[src/rtl/hazard_ctrl.sv]
// Hazard controller for the 5-stage core: load-use stalls, branch flushes and data-memory freeze,
// with saturating event counters and a sticky memory-timeout flag.
module hazard_ctrl #(
  parameter int CNT_W   = 32,
  parameter int TIMEOUT = 255
) (
  input  logic             clk,
  input  logic             rst_n,
  input  logic [4:0]       id_rs1,
  input  logic [4:0]       id_rs2,
  input  logic             ex_memread,
  input  logic [4:0]       ex_rd,
  input  logic             ex_branch_taken,
  input  logic             dmem_busy,
  output logic             pc_write,
  output logic             ifid_write,
  output logic             idex_write,
  output logic             exmem_write,
  output logic             idex_bubble,
  output logic             ifid_flush,
  output logic             idex_flush,
  output logic [CNT_W-1:0] stall_cnt,
  output logic [CNT_W-1:0] flush_cnt,
  output logic             mem_err,
  output logic [1:0]       state
);

  localparam int WAIT_W = ((TIMEOUT + 1) > 256) ? $clog2(TIMEOUT + 1) : 8;

  typedef enum logic [1:0] {
    RUN      = 2'd0,
    FLUSH    = 2'd1,
    MEM_WAIT = 2'd2
  } state_t;

  state_t              state_q, state_d;
  logic [CNT_W-1:0]    stall_q, stall_d;
  logic [CNT_W-1:0]    flush_q, flush_d;
  logic [WAIT_W-1:0]   wait_q, wait_d;
  logic                err_q, err_d;
  logic                lu;

  function automatic logic [CNT_W-1:0] sat_inc_cnt(input logic [CNT_W-1:0] x);
    return (&x) ? x : x + CNT_W'(1);
  endfunction

  function automatic logic [WAIT_W-1:0] sat_inc_wait(input logic [WAIT_W-1:0] x);
    return (x >= WAIT_W'(TIMEOUT)) ? x : x + WAIT_W'(1);
  endfunction

  assign lu = ex_memread && (ex_rd != 5'd0) && ((ex_rd == id_rs1) || (ex_rd == id_rs2));

  always_comb begin
    pc_write    = 1'b1;
    ifid_write  = 1'b1;
    idex_write  = 1'b1;
    exmem_write = 1'b1;
    idex_bubble = 1'b0;
    ifid_flush  = 1'b0;
    idex_flush  = 1'b0;
    state_d     = state_q;
    stall_d     = stall_q;
    flush_d     = flush_q;
    wait_d      = wait_q;
    err_d       = err_q;

    if (state_q == FLUSH) begin
      // ID/EX already holds the flushed bubble, so branch and load-use are moot here
      if (dmem_busy) begin
        {pc_write, ifid_write, idex_write, exmem_write} = 4'b0000;
        state_d = MEM_WAIT;
        wait_d  = WAIT_W'(1);
      end else begin
        state_d = RUN;
        wait_d  = '0;
      end
    end else if (state_q == MEM_WAIT && dmem_busy) begin
      {pc_write, ifid_write, idex_write, exmem_write} = 4'b0000;
      wait_d = sat_inc_wait(wait_q);
    end else begin
      // RUN, or MEM_WAIT on the cycle busy drops: frozen registers are re-evaluated as-is
      if (dmem_busy) begin
        {pc_write, ifid_write, idex_write, exmem_write} = 4'b0000;
        state_d = MEM_WAIT;
        wait_d  = WAIT_W'(1);
      end else if (ex_branch_taken) begin
        ifid_flush = 1'b1;
        idex_flush = 1'b1;
        flush_d    = sat_inc_cnt(flush_q);
        state_d    = FLUSH;
        wait_d     = '0;
      end else if (lu) begin
        pc_write    = 1'b0;
        ifid_write  = 1'b0;
        idex_bubble = 1'b1;
        stall_d     = sat_inc_cnt(stall_q);
        state_d     = RUN;
        wait_d      = '0;
      end else begin
        state_d = RUN;
        wait_d  = '0;
      end
    end

    if (dmem_busy && wait_d == WAIT_W'(TIMEOUT)) err_d = 1'b1;

    if (!rst_n) begin
      {pc_write, ifid_write, idex_write, exmem_write} = 4'b0000;
      idex_bubble = 1'b0;
      ifid_flush  = 1'b0;
      idex_flush  = 1'b0;
    end
  end

  always_ff @(posedge clk) begin
    if (!rst_n) begin
      state_q <= RUN;
      stall_q <= '0;
      flush_q <= '0;
      wait_q  <= '0;
      err_q   <= 1'b0;
    end else begin
      state_q <= state_d;
      stall_q <= stall_d;
      flush_q <= flush_d;
      wait_q  <= wait_d;
      err_q   <= err_d;
    end
  end

  assign stall_cnt = stall_q;
  assign flush_cnt = flush_q;
  assign mem_err   = err_q;
  assign state     = state_q;

endmodule

[config.mk]
export PLATFORM = sky130hd
export DESIGN_NAME = hazard_ctrl
export DESIGN_NICKNAME = d
export VERILOG_FILES = /design/src/rtl/hazard_ctrl.sv
export SDC_FILE = /design/constraint.sdc
export NUM_CORES = 1
export LEC_CHECK = 0
export ABC_AREA = 1
export BUFFER_PORTS_ARGS = -buffer_cell sky130_fd_sc_hd__buf_2
export CORE_MARGIN = 4
export CORE_UTILIZATION = 28
export DETAILED_ROUTE_END_ITERATION = 7
export SLEW_MARGIN = 20
export SYNTH_ARGS = -nofsm -noshare
export SYNTH_HDL_FRONTEND = slang
export SYNTH_SLANG_ARGS = --single-unit
[constraint.sdc]
create_clock -name clk -period 2.2 [get_ports clk]
set_input_delay 0 -clock clk [delete_from_list [all_inputs] [get_ports clk]]
set_output_delay 0 -clock clk [all_outputs]
set_load 0.05 [all_outputs]
======== After elaboration in Yosys (flattened, before gate mapping) ========
Index checks and enable logic that the tools add are counted.
cells by class
  add/sub/neg operators ................... 3
  multiply operators ...................... 0
  div/mod/pow operators ................... 0
  order comparisons ....................... 1
  equality and inequality tests ........... 6
  shifts and indexed selects .............. 0
  mux-type cells .......................... 30
  bitwise logic cells ..................... 6
  reduce and logical (&&, ||, !) cells .... 10
operator list
  kind                   number
  $add 32x1->32 const B  2
  $reduce_and 32->1      2
  $mux 8                 3
  $mux 1                 23
  $eq 5x5->1             2
  $add 8x1->8 const B    1
  $eq 8x8->1 const B     1
  $ge 8x8->1 const B     1
  $mux 2                 4
  $not 1->1              6
  $reduce_and 6->1       1
  $reduce_and 5->1       1
  $reduce_bool 5->1      1
  $logic_and 1x1->1      4
  $eq 2x1->1 const B     1
  $eq 2x2->1 const B     1
  $ne 2x2->1 const B     1
  $logic_or 1x1->1       1
storage, ports and cells
  register bits after elaboration ......... 75
  bits in latches ......................... 0
  memory bits (writable) .................. 0
  bits in read-only memories .............. 0
  bits of input ports ..................... 20
  output and inout bits ................... 74
  logic and storage cells ................. 61
  memories ................................ 0

======== Logic depth before layout (Yosys ltp) ========
Gate-level depths: netlist of run 1.
  depth after elaboration ................. 9
  depth in mapped cells ................... 12
  depth with buffers taken out ............ 11

======== Least setup slack after synthesis of run 1 ========
No wires, ideal clock.
  path kind ............................... register to output
  start point ............................. register state_q[1] (netlist: state[1])
  end point ............................... output ifid_flush
  arrival ................................. 2.493 ns
  required time ........................... 2.200 ns
  setup slack ............................. -0.293 ns
  stages on the path, launching flop included .. 6
  buffers on the path ..................... 1
  cells stage by stage .................... dfxtp_1 > inv_1 > a21oi_1 > inv_1 > nor3_1 > buf_4
between the ends
  cells in the longest elaborated chain, start to end .. 5
  elaborated cells on any way between the ends .. 6
  those cells by class .................... eq/ne (2); mux (3); reduce/logical (1)
RTL lines
  element                   line  source
  start: declaration        36    state_t state_q, state_d;
  start signal: assignment  123   state_q <= state_d;
  $eq 2x2->1                77    end else if (state_q == MEM_WAIT && dmem_busy) begin
  $logic_and 1x1->1         77
  $mux 1                    n/a
  $mux 1 * (2 in series)    n/a
  end: declaration          20    output logic ifid_flush,
Every way passes the cells marked *; elsewhere a longest branch is shown, timed or not.

======== Worst setup path in the final report of run 1 ========
  start point ............................. register flush_q[1] (netlist: flush_cnt[1])
  end point ............................... register flush_q[18] (netlist: flush_cnt[18])
between the ends
  cells in the longest elaborated chain, start to end .. 3
  elaborated cells on any way between the ends .. 4
  those cells by class .................... add/sub (1); bitwise (1); reduce/logical (2)
RTL lines
  element                                                line  source
  start: declaration                                     38    logic [CNT_W-1:0] flush_q, flush_d;
  start signal: assignment                               125   flush_q <= flush_d;
  branches (longest 3 deep; another with $add 32x1->32)  n/a
Several ways; the timed one is not identified.
A chain may end at the register's enable or synchronous reset.

==> summary.md, run 1 <==
| Metric | Value |
|---|---|
| TritonCTS Sinks | 75 |
| Crit. End Element | register |
| Pwr dens | 521.1 nW/um^2 |
| Relative slew slack | 52.37% |
| Worst VDD drop | 0.0004444 V |
| Vias in the first global route | 4,769 |
| Period utilization | 89.24% |
| Slew @ Worst Pin | 0.7134 ns |
| Critical Path Fanout Max | 26 |
| Worst EP arrival | 2.20 ns |
| Routed wire length | 14,680 um |
| Post-synthesis register bit count | 75 |
| Crit path cell chain | ha_1 > inv_1 > nor2_4 > nand2_4 > nor2_2 > nand2_2 > o21ai_4 > buf_6 > o21ai_0 > nand2_1 > nor2_1 |
| Leakage power | 2.413 nW |
| Dpl hpwl | 11,020 um |
| Clock transition at the registers of the reported paths | 0.06 ns |
| DRT iter0 DRCs | 283 |
| Site Rows | 47 |
| Slack of the worst reg-to-reg path | 0.24 ns |
| Total core area | 16,760 um^2 |
| Bufs on Longest Clock Path | 2 |
| Total number of vias | 5,342 |
| Nets | 909 |
| Worst-path cell with the longest stage delay | dfxtp_1 |
| Fin. Hold Viols | 0 |
| Worst path max stage delay | 0.39 ns |
| Clock Root Buffer | clkbuf_16 |
| RSZ-0062 raised after global routing | false |
| Crit-path leading delay family | simple AND/OR/NAND/NOR gates |
| Antenna violations before repair | 0 |
| Final Slew Violations | 0 |
| Setup CP Type | reg2reg |
| CTS tree | done |
| Min-Delay Path Class | in2reg |
| Vias/cell | 4.808 |
| Worst r2r path cells | 11 |
| WHS | 0.01482 ns |
| Share of layout cells above drive strength 1 | 16.72% |
| Syn_nets | 812 |
| Grt ovf | 0 |
| H-Tree Depth | 3 |
| Crit path from | flush_cnt[1] |
| Post-synth cell types | 30 |
| Tmin final | 1.963 ns |
| Die area | 19,460 um^2 |
| Max Fclk | 0.5094 GHz |
| Status | completed |
| Mean routed wirelength per cell | 13.21 um |
| First-pass GRT wire length | 24,270 um |
| Clock skew | 0.006842 ns |
| Final ANT Viol Nets | 0 |
| CP bufs+invs | 2 |
| Pin count of the biggest net entering global routing | 39 |
| Number of max-cap violations | 0 |
| DRC viols | 0 |
| Post-synthesis sequential area ratio | 31.01% |
| Cells after synthesis | 789 |
| Drt first pass iters | 7 |
| Layout area overhead | 21.96% |
| WP depth | 11 |
| Setup violators final | 0 |
| Placer Congestion | 0.9067 |
| Startpoint types | register |
| Reg2reg end | flush_cnt[18] |
| Die width | 139.5 um |
| CTS buffer count | 9 |
| Reg-to-reg startpoint | flush_cnt[1] |
| Crit path to | flush_cnt[18] |
| Synth warn | 0 |
| Synth Area per Inst | 6.137 um^2 |
| Setup TNS | 0 ns |
| Skew-Pair Late Insertion Delay | 0.34 ns |
| Synth Cell Area | 4842 um^2 |
| PortBufs | 93 |
| I/O pin cnt | 94 |
| Crit path required time | 2.43 ns |
| Initial core utilization | 28.89% |
| Die extent in y | 139.5 um |
| Total Routing Usage GR | 14.94% |
| Diodes inserted | 0 |
synthesized netlist by cell type:
cell type  instances  area share (%)
a211oi_1           1            0.16
a21oi_1           62             6.4
a21oi_2            1            0.18
a31oi_1            1            0.13
buf_1              3            0.23
buf_2              6            0.62
buf_4              3            0.47
buf_6              3            0.70
clkbuf_1          11            0.85
clkbuf_2           3            0.31
dfxtp_1           75              31
ha_1               3            0.78
inv_1             48             3.7
inv_2              2            0.16
inv_4              1            0.13
nand2_1          263              20
nand2_2            3            0.39
nand2_4            1            0.23
nand3_1           57             5.9
nand3_2            1            0.21
nand3b_1          20             3.1
nand4_1            9             1.2
nor2_1           115             8.9
nor2_2             3            0.39
nor2_4             4            0.93
nor3_1            13             1.3
o21ai_0           37             3.8
o21ai_4            1            0.34
xnor2_1           16             2.9
xor2_1            23             4.2
worst min path at each step:
stage | to | slack (ns) | cells past startpoint | from
after floorplan | state[1] | 0.11 | 2 | dmem_busy
after global placement | state[1] | 0.27 | 3 | dmem_busy
after CTS | flush_cnt[0] | 0.01 | 3 | rst_n
after detailed placement | state[1] | 0.28 | 3 | dmem_busy
final | flush_cnt[0] | 0.01 | 3 | rst_n
after global routing | flush_cnt[18] | 0.03 | 3 | rst_n
repair_timing:
action                                  CTS  global route
endpoints found under the setup margin    0             8
buffers inserted                          0             0
gates resized for setup                   0             1
hold buffers                              2             0
hold endpoints to repair                  3             0
worst reg2reg max path, stage by stage (launching register included):
cell	delay, ns
dfxtp_1	0.39
ha_1	0.26
inv_1	0.10
nor2_4	0.19
nand2_4	0.09
nor2_2	0.10
nand2_2	0.10
o21ai_4	0.18
buf_6	0.25
o21ai_0	0.11
nand2_1	0.06
nor2_1	0.04
routing by layer:
metal / wire length (um) / GRT usage [%]
met1: 6578 / 19.73
met2: 6889 / 24.76
met3: 991 / 3.396
met4: 218 / 3.708
met5: 0 / 0
power breakdown:
group,leakage [nW],switching [mW],internal [mW]
Sequential,0.606,0.00593,1.36
Clock,0.145,0.588,0.904
Combinational,1.66,0.159,0.0566
Total,2.41,0.754,2.32
stage by stage:
step	area, um^2	setup slack [ns]	utilization, %	power [mW]	cells
finish	5906	0.2368	35.24	3.078	1111
global route	5906	0.04238	35.24	3.200	1111
CTS	5902	0.1513	35.21	3.109	1111
detailed placement	5587	0.1580	33.33	1.614	1093
global placement	5587	0.1698	33.33	1.614	1093
floorplan	4850	0.01540	-	1.550	789
layout by cell type, fill, tap and decap left out, types with 16 or more instances in the layout:
cell type / count
a21oi_1: 62
buf_2: 93
buf_4: 19
dfxtp_1: 73
inv_1: 47
nand2_1: 263
nand3_1: 57
nand3b_1: 20
nor2_1: 115
o21ai_0: 37
xnor2_1: 16
xor2_1: 23
logic make-up after synthesis:
group | share of synthesized area (%)
and+or+nand+nor | 42.95
buffers and inverters | 7.183
adders and majority gates | 0.7753
DFF | 31.01
xor gates and xnor gates | 7.054
AOI/OAI and AO/OA | 11.03
flip-flops by register name, indices dropped and copies added (netlist names):
name,cells
flush_cnt,32
mem_err,1
stall_cnt,32
state,2
wait_q,8
layout make-up:
| type | instances | area, um^2 |
|---|---|---|
| clock buffers | 11 | 242.7 |
| fillers | 1869 | 10850 |
| clock inverters | 5 | 52.55 |
| multi-input cells | 634 | 2998 |
| well taps | 220 | 275.3 |
| flip-flops and latches | 75 | 1504 |
| inverters | 51 | 193.9 |
| repair buffers | 115 | 639.4 |
No activity file was read; power rests on OpenSTA's default activity.
==> run 2, diff against run 1 <==
BUFFER_PORTS_ARGS = unset   (was -buffer_cell sky130_fd_sc_hd__buf_2)
DONT_BUFFER_PORTS = 1   (was unset)
==> summary.md, run 2 (synthesized netlist as in run 1, its figures left out) <==
| Metric | Value |
|---|---|
| Nets | 880 (was 909) |
| Total Routing Usage GR | 16.09% (was 14.94%) |
| Fillers | 1,850 (was 1,869) |
| TritonCTS Sinks | 75 (unchanged) |
| PortBufs | 0 (was 93) |
| Mean routed wirelength per cell | 14.44 um (was 13.21 um) |
| CTS tree | done (unchanged) |
| Relative slew slack | 64.30% (was 52.37%) |
| Final ANT Viol Nets | 0 (unchanged) |
| Number of max-cap violations | 0 (unchanged) |
| Period utilization | 91.58% (was 89.24%) |
| Fin cells | 1,082 (was 1,111) |
| Skew-Pair Late Insertion Delay | 0.35 ns (was 0.34 ns) |
| Min-Delay Path Class | in2reg (unchanged) |
| Postcts setup bufs | 0 (unchanged) |
| Total core area | 16,760 um^2 (unchanged) |
| Pwr dens | 584.9 nW/um^2 (was 521.1 nW/um^2) |
| Drt first pass iters | 6 (was 7) |
| Tmin final | 2.015 ns (was 1.963 ns) |
| Fin. Hold Viols | 0 (unchanged) |
| Grt ovf | 0 (unchanged) |
| Clock transition at the registers of the reported paths | 0.06 ns (about the same) |
| Final Cell Area | 6038 um^2 (was 5906 um^2) |
| Setup violators final | 0 (unchanged) |
| DRC viols | 0 (unchanged) |
| Pin count of the biggest net entering global routing | 45 (was 39) |
| Bufs on Longest Clock Path | 2 (unchanged) |
| Crit. End Element | register (unchanged) |
| I/O pin cnt | 94 (unchanged) |
| Setup TNS | 0 ns (unchanged) |
| Register Area | 1504 um^2 (unchanged) |
| Post-route total power | 3.532 mW (was 3.078 mW) |
| Worst VDD drop | 0.0003965 V (was 0.0004444 V) |
| Share of layout cells above drive strength 1 | 14.04% (was 16.72%) |
| Crit path cell chain | ha_1 > inv_1 > nor2_4 > nand2_1 > nor2_1 > nand2_1 > nand3_2 > inv_1 > buf_6 > nand3_1 > a21oi_1 (was ha_1 > inv_1 > nor2_4 > nand2_4 > nor2_2 > nand2_2 > o21ai_4 > buf_6 > o21ai_0 > nand2_1 > nor2_1) |
| Routed wire length | 15,630 um (was 14,680 um) |
| H-Tree Depth | 3 (unchanged) |
| Vias in the first global route | 4,992 (was 4,769) |
| Final Slew Violations | 0 (unchanged) |
| Die width | 139.5 um (unchanged) |
| Commonest non-fill, non-tap cell in the layout | nand2_1 (unchanged) |
| Die area | 19,460 um^2 (unchanged) |
| Clock skew | 0.006587 ns (was 0.006842 ns) |
| Site Rows | 47 (unchanged) |
| Vias/cell | 4.828 (was 4.808) |
| Initial core utilization | 28.89% (unchanged) |
| Max Fclk | 0.4963 GHz (was 0.5094 GHz) |
| Critical Path Fanout Max | 22 (was 26) |
| Placed cell areas | 5615 um^2 (was 5587 um^2) |
| Antenna violations before repair | 0 (unchanged) |
| RSZ-0062 raised after global routing | true (was false) |
| WHS | 0.02821 ns (was 0.01482 ns) |
| Multi-input logic area | 3007 um^2 (was 2998 um^2) |
| Setup CP Type | reg2reg (unchanged) |
| Slew @ Worst Pin | 0.5347 ns (was 0.7134 ns) |
| Dpl hpwl | 11,530 um (was 11,020 um) |
| Diodes inserted | 0 (unchanged) |
| DRT iter0 DRCs | 352 (was 283) |
| Worst path max stage delay | 0.32 ns (was 0.39 ns) |
| Die extent in y | 139.5 um (unchanged) |
| Leakage power | 2.325 nW (was 2.413 nW) |
| Placed Instances | 1,063 (was 1,093) |
| First-pass GRT wire length | 25,650 um (was 24,270 um) |
| Layout area overhead | 24.70% (was 21.96%) |
| Worst EP arrival | 2.28 ns (was 2.20 ns) |
| Placer Congestion | 0.8959 (was 0.9067) |
| Clock Root Buffer | clkbuf_16 (unchanged) |
| Startpoint types | register (unchanged) |
| Worst-path cell with the longest stage delay | dfxtp_2 (was dfxtp_1) |
| Crit path required time | 2.47 ns (was 2.43 ns) |
| Total number of vias | 5,224 (was 5,342) |
| Status | completed (unchanged) |
| Most frequent cells in the layout | nand2_1 (263), nor2_1 (114), buf_4 (81) (was nand2_1 (263), nor2_1 (115), buf_2 (93)) |
| CTS buffer count | 9 (unchanged) |
==> run 2: cell count changes in the layout (fill, tap and decap cells not counted), moves of 2 or more <==
cell / delta
buf_2: -93
bufinv_16: +4
clkinv_2: -2
buf_4: +62
==> run 2: timing repair <==
item	4_1_cts	5_1_grt
setup endpoints to repair	0	22
hold endpoints to repair	13	0
hold buffers	3	0
gates resized for setup	0	1
==> run 2: through the flow <==
step	utilization, %	setup slack, ns
after floorplan	-	0.01540
after global placement	33.51	0.1745
after detailed placement	33.51	0.1379
after CTS	36.01	0.1223
after global routing	36.03	-0.02531
final	36.03	0.1852
==> run 2: worst max-delay path: cells and delay by family (launching register included) <==
family | cells | cell delay (ns)
compound gates | 1 | 0.18
fa+ha+maj | 1 | 0.20
simple gates | 6 | 0.73
buf+inv | 3 | 0.50
flops | 1 | 0.32
==> run 2: final cells by class <==
type                    instances  share of cell area, %
clock buffers                   9                  3.730
clock inverters                 7                  2.714
inverters                      51                  3.212
multi-input cells             634                  49.79
flip-flops and latches         75                  24.91
well taps                     220                  4.559
repair buffers                 86                  11.09
==> run 2: worst paths after layout <==
kind                              startpoint       endpoint  slack [ns]  cells past startpoint
worst max-delay path            stall_cnt[0]  stall_cnt[13]        0.19                     11
worst min-delay path                   rst_n      wait_q[2]        0.03                      2
worst max register to register  stall_cnt[0]  stall_cnt[13]        0.19                     11
worst min register to register      state[0]      wait_q[0]        0.53                      2
==> run 2: metal layers <==
layer	GRT usage [%]	routed length, um	up-vias
li1	-	-	2676
met1	19.40	6562	2373
met2	26.49	7357	154
met3	6.209	1471	21
met4	5.098	233	0
met5	0	0	-
==> run 2: where the power goes <==
group | internal (mW) | switching (mW)
registers | 1.36 | 0.00299
clock network | 1.34 | 0.620
logic | 0.0508 | 0.157
total | 2.75 | 0.780
